**src/rtl/tt_pkg.sv**
```systemverilog
// Shared constants, sweep state encoding and width typedefs for the
// truth-table capture block and its controller.
package tt_pkg;

  localparam int N_IN = 7;
  localparam int TT_W = 2 ** N_IN;

  typedef enum logic [1:0] {
    IDLE,
    SWEEP,
    CHECK,
    DONE
  } state_t;

  typedef logic [TT_W-1:0] tt_t;
  typedef logic [N_IN-1:0] minterm_t;
  typedef logic [N_IN:0]   count_t;

  // Start-cycle to done-cycle distance for a given settle setting.
  function automatic int sweep_cycles(input int settle);
    return TT_W * (settle + 1) + 2;
  endfunction

endpackage

```
**src/rtl/tt_sweep_ctrl.sv**
```systemverilog
// Sweep sequencer: walks the minterm index, inserts settle cycles and
// tells the datapath when to sample, when the table is complete and when to compare.
module tt_sweep_ctrl
  import tt_pkg::*;
#(
  parameter int IDX_W  = 7,
  parameter int SETTLE = 0
) (
  input  logic             clk,
  input  logic             rst,
  input  logic             i_start,
  output logic             o_accept,
  output logic             o_sample_en,
  output logic             o_last,
  output logic             o_check,
  output logic             o_busy,
  output logic             o_done,
  output logic [IDX_W-1:0] o_idx
);

  localparam logic [3:0] SETTLE_V = 4'(SETTLE);

  state_t           r_state;
  state_t           w_state_next;
  logic [IDX_W-1:0] r_idx;
  logic [3:0]       r_wait;
  logic             w_accept;
  logic             w_sample_en;
  logic             w_last;

  assign w_sample_en = (r_state == SWEEP) && (r_wait == SETTLE_V);
  assign w_last      = w_sample_en && (r_idx == {IDX_W{1'b1}});

  always_ff @(posedge clk) begin
    if (rst) begin
      r_state <= IDLE;
    end else begin
      r_state <= w_state_next;
    end
  end

  always_comb begin
    w_state_next = r_state;
    w_accept     = 1'b0;
    case (r_state)
      IDLE: begin
        if (i_start) begin
          w_state_next = SWEEP;
          w_accept     = 1'b1;
        end
      end
      SWEEP: begin
        if (w_last) begin
          w_state_next = CHECK;
        end
      end
      CHECK:   w_state_next = DONE;
      DONE:    w_state_next = IDLE;
      default: w_state_next = IDLE;
    endcase
  end

  // The index stops on the last minterm so x_out keeps showing it afterwards.
  always_ff @(posedge clk) begin
    if (rst) begin
      r_idx  <= '0;
      r_wait <= '0;
    end else if (w_accept) begin
      r_idx  <= '0;
      r_wait <= '0;
    end else if (r_state == SWEEP) begin
      if (w_sample_en) begin
        r_wait <= '0;
        if (!w_last) begin
          r_idx <= r_idx + 1'b1;
        end
      end else begin
        r_wait <= r_wait + 1'b1;
      end
    end
  end

  assign o_accept    = w_accept;
  assign o_sample_en = w_sample_en;
  assign o_last      = w_last;
  assign o_check     = (r_state == CHECK);
  assign o_busy      = (r_state == SWEEP) || (r_state == CHECK);
  assign o_done      = (r_state == DONE);
  assign o_idx       = r_idx;

endmodule

```
**src/rtl/tt_sweep_capture.sv**
```systemverilog
// Truth-table extractor: drives every minterm into an external combinational
// function, records its output per minterm, then compares and counts onsets.
module tt_sweep_capture #(
  parameter int N_IN   = tt_pkg::N_IN,
  parameter int SETTLE = 0
) (
  input  logic               clk,
  input  logic               rst,
  input  logic               start,
  input  logic [2**N_IN-1:0] expected_tt,
  input  logic               f_in,
  output logic [N_IN-1:0]    x_out,
  output logic               busy,
  output logic               done,
  output logic [2**N_IN-1:0] tt_out,
  output logic               match,
  output logic [N_IN:0]      ones_count
);

  localparam int W_TT = 2 ** N_IN;

  logic            w_accept;
  logic            w_sample_en;
  logic            w_last;
  logic            w_check;
  logic [N_IN-1:0] w_idx;

  logic [W_TT-1:0] r_expected;
  logic [W_TT-1:0] r_tt;
  logic [N_IN:0]   r_ones;
  logic            r_match;

  tt_sweep_ctrl #(
    .IDX_W (N_IN),
    .SETTLE(SETTLE)
  ) u_ctrl (
    .clk        (clk),
    .rst        (rst),
    .i_start    (start),
    .o_accept   (w_accept),
    .o_sample_en(w_sample_en),
    .o_last     (w_last),
    .o_check    (w_check),
    .o_busy     (busy),
    .o_done     (done),
    .o_idx      (w_idx)
  );

  // f_in is only ever captured into registers, never routed to an output.
  always_ff @(posedge clk) begin
    if (rst) begin
      r_expected <= '0;
      r_tt       <= '0;
      r_ones     <= '0;
      r_match    <= 1'b0;
    end else begin
      if (w_accept) begin
        r_expected <= expected_tt;
        r_tt       <= '0;
        r_ones     <= '0;
      end
      if (w_sample_en) begin
        r_tt[w_idx] <= f_in;
        r_ones      <= r_ones + (N_IN + 1)'(f_in);
      end
      if (w_check) begin
        r_match <= (r_tt == r_expected);
      end
    end
  end

  assign x_out      = w_idx;
  assign tt_out     = r_tt;
  assign ones_count = r_ones;
  assign match      = r_match;

endmodule

```
**config.mk**
```make
export PLATFORM = sky130hd
export DESIGN_NAME = tt_sweep_capture
export DESIGN_NICKNAME = d
export VERILOG_FILES = /design/src/rtl/tt_pkg.sv /design/src/rtl/tt_sweep_ctrl.sv /design/src/rtl/tt_sweep_capture.sv
export SDC_FILE = /design/constraint.sdc
export NUM_CORES = 1
export LEC_CHECK = 0
export CAP_MARGIN = 10
export CORE_ASPECT_RATIO = 0.5
export CORE_MARGIN = 2
export CORE_UTILIZATION = 50
export CTS_CLUSTER_SIZE = 14
export DETAILED_ROUTE_END_ITERATION = 8
export PLACE_DENSITY_LB_ADDON = 0.1
export SYNTH_ARGS = -nofsm -noshare
export SYNTH_HDL_FRONTEND = slang
export SYNTH_SLANG_ARGS = --single-unit
```
**constraint.sdc**
```tcl
create_clock -name clk -period 2.8 [get_ports clk]
set_input_delay 0.7 -clock clk [delete_from_list [all_inputs] [get_ports clk]]
set_output_delay 0.7 -clock clk [all_outputs]
set_load 0.02 [all_outputs]
```
==> results.md <==
- Status: finished, final reports clean
- Sequential area share after synthesis: 0.4452
- Unrepaired setup endpoints after global routing: no
- Post-Syn Nets: between 1,500 and 2,000
- Area growth, synth to finish: 32.85%
- Post-synth EDFFs: 0
- Crit path kind: flop to output port
- Pwr Density: 708.8 nW/um2
- Leakage: between 5 and 6 nW
- Commonest non-fill, non-tap cell in the layout: dfxtp_1
- Worst-path cell chain: clkdlybuf4s50_1
- CP bufs+invs: 1
- Hold Buf Count CTS: 0
- Resize count post-CTS: 0
- Data arrival time of the worst path: 2010 ps
- Avg Vias per Cell: 6.278
- Number of hold violations in the final report: 0
- Gate Count Post-Synth: 1,540
- Largest stage delay, worst path: 730 ps
- GRT Residual Overflow: 0
- Final setup skew: 13.49 ps
- Yosys reg bits: 278
- Antenna Nets Post-Route: 0
- Req. time, crit path: 2100 ps
- Non-filler cells, final: 2,146
- WHS: between 400 and 500 ps
- DRT iter0 DRCs: 1,983
- Routability cong.: 0.9877
- Core box area: around 24,000 um2
- Synth cell types: 52
- Setup bufs post-CTS: 0
- Top cell type's share of synthesized area: 0.4452
- Pre-CTS WS: 445.0 ps
- Clock-pin slew on the worst setup and hold paths: 70 ps
- Die H: approximately 120 um
- # DRC: 0
- Fin crit share: 0.9668
- Avg WL per Cell: between 20 and 25 um
- CP Max Fanout: 17
- Detailed-route via count: 13,470
- Post-layout net count: 1,935
- Area leader, netlist: dfxtp_1
- # rows: 40
- Primary FF master, synth: dfxtp_1
- Setup crit start kind: flop
- Highest-count cells in the layout ignoring fill and taps: 278 x dfxtp_1, 275 x nand2_1, 275 x clkdlybuf4s50_1
- Hold Crit Class: primary input to flop
- Rel. slew slack: 0.2549
- Port-buffer cells: approximately 280
- Share of layout cells above drive strength 1: 0.06740
- Final WL: 52,900 um
- First-pass GRT wire length: between 70,000 and 80,000 um
- Pre-Repair DR Iteration Count: 6
- Worst path slowest cell: dfxtp_1
- CTS root buf: clkbuf_16
- Clock sink count: 278
- Initial antenna violation count: 1
- Ys async rst share: 0
- Initial Util: 0.5151
- Clock Latency Late Sink: 560 ps
- Die extent in x: 227.6 um
- CTS tree: built
- Slew @ Worst Pin: 1107 ps
- Pin count of the biggest net entering global routing: roughly 140
- Final setup viols: 0
- Final slew viol count: 0
- Ys Warns: 0
- Fin crit period: 2707 ps
- Crit-path leading delay family: flip-flops
- Syn Area/Cell: ~8.1 um2
- Setup TNS: 0 ps
- Detailed placer's ending HPWL: a little under 40,000 um
- Fmax achieved: 0.3694 GHz
- Maxcap violations: 0
- Inst Count DP: 2,101
- Ranking of synthesized cells by area: dfxtp_1 45%, a21oi_1 11%, nand2_1 8.3%
- Overall power: approximately 12 mW
- Antenna diodes: 0
- Synth Cell Area: ~13,000 um2
- H-tree depth: 1
- Worst setup EP type: output port
- TritonCTS buffer count: 26
- Final WS setup: 92.97 ps
- # IOs: 278
- Vias in the first global route: 12,480
- Clk buf depth: 3
- Max rail drop VDD: 0.5537 mV
- All-Layer GR Usage: 0.3942
- Die area: 26,360 um2
-- routing by layer --
layer / global-route usage / share of wire / vias to the layer above
li1: - / - / 5944
met1: 0.5714 / 0.42 / 6509
met2: 0.5809 / 0.42 / 884
met3: 0.09965 / 0.13 / 136
met4: 0.1098 / 0.031 / 0
met5: 0 / 0 / -
-- flip-flops by register name, indices dropped and copies added (netlist names) --
name            cells
r_expected        128
tt_out            128
ones_count          8
u_ctrl.o_idx        7
u_ctrl.r_wait       4
u_ctrl.r_state      2
match               1
-- synth_stat cells, types with 2 or more instances --
master,count
a221oi_1,6
nand3b_1,2
clkbuf_1,87
buf_6,3
nor3b_4,2
nor2b_1,4
o2bb2ai_1,8
o21ai_1,2
a211oi_1,5
xnor2_1,59
nand4_1,22
a21oi_1,263
buf_1,4
nor3_1,10
nor4bb_1,2
nand2b_1,8
a22o_1,7
nand4b_2,2
ha_1,10
xor2_1,30
nor4b_4,2
inv_1,52
mux2i_1,3
nor2_1,36
buf_4,6
o211ai_1,129
o22ai_1,18
dfxtp_1,278
a22oi_1,4
nand3_1,148
buf_2,15
or3_1,2
nor4_1,16
nor3_4,2
nand2_1,276
-- kinds of logic after synthesis --
kind of cell / synth area share
DFF: 0.4452
xor gates and xnor gates: 0.06235
and+or+nand+nor: 0.2076
adders and majority gates: 0.01001
buffers and inverters: 0.05524
muxes: 0.003303
AOI/OAI and AO/OA: 0.2164
-- through the flow --
stage / cell area [um2] / util
floorplan: 12500 / -
global placement: 15750 / 0.6487
detailed placement: 15750 / 0.6487
CTS: 16610 / 0.6842
global route: 16610 / 0.6842
finish: 16610 / 0.6842
-- final timing paths --
| check | start | endpoint | slack, ps | cells past startpoint |
|---|---|---|---|---|
| worst min register to register | r_expected[100] | r_expected[100] | 460 | 2 |
| worst min-delay path | rst | r_expected[8] | 420 | 2 |
| worst max register to register | tt_out[56] | match | 370 | 5 |
| worst max-delay path | u_ctrl.o_idx[5] | x_out[5] | 90 | 1 |
-- where the power goes --
group	internal [mW]	switching (mW)
logic	1.17	2.24
registers	4.36	0.349
clock network	2.06	1.60
total	7.59	4.18
-- worst register-to-register path, stage by stage (launching register included) --
cell,delay (ps)
dfxtp_1,340
xor2_1,190
nor4_1,960
nand4_1,190
or4_1,560
o21ai_1,130
-- cell type report --
cell class              instances  area (um2)
fillers                      2018        7665
repair buffers                340        3309
inverters                      52       195.2
well taps                     336       420.4
flip-flops and latches        278        5565
clock inverters                 6       61.31
multi-input cells            1095        6256
clock buffers                  39       800.8
(Power assumes the default switching activity.)
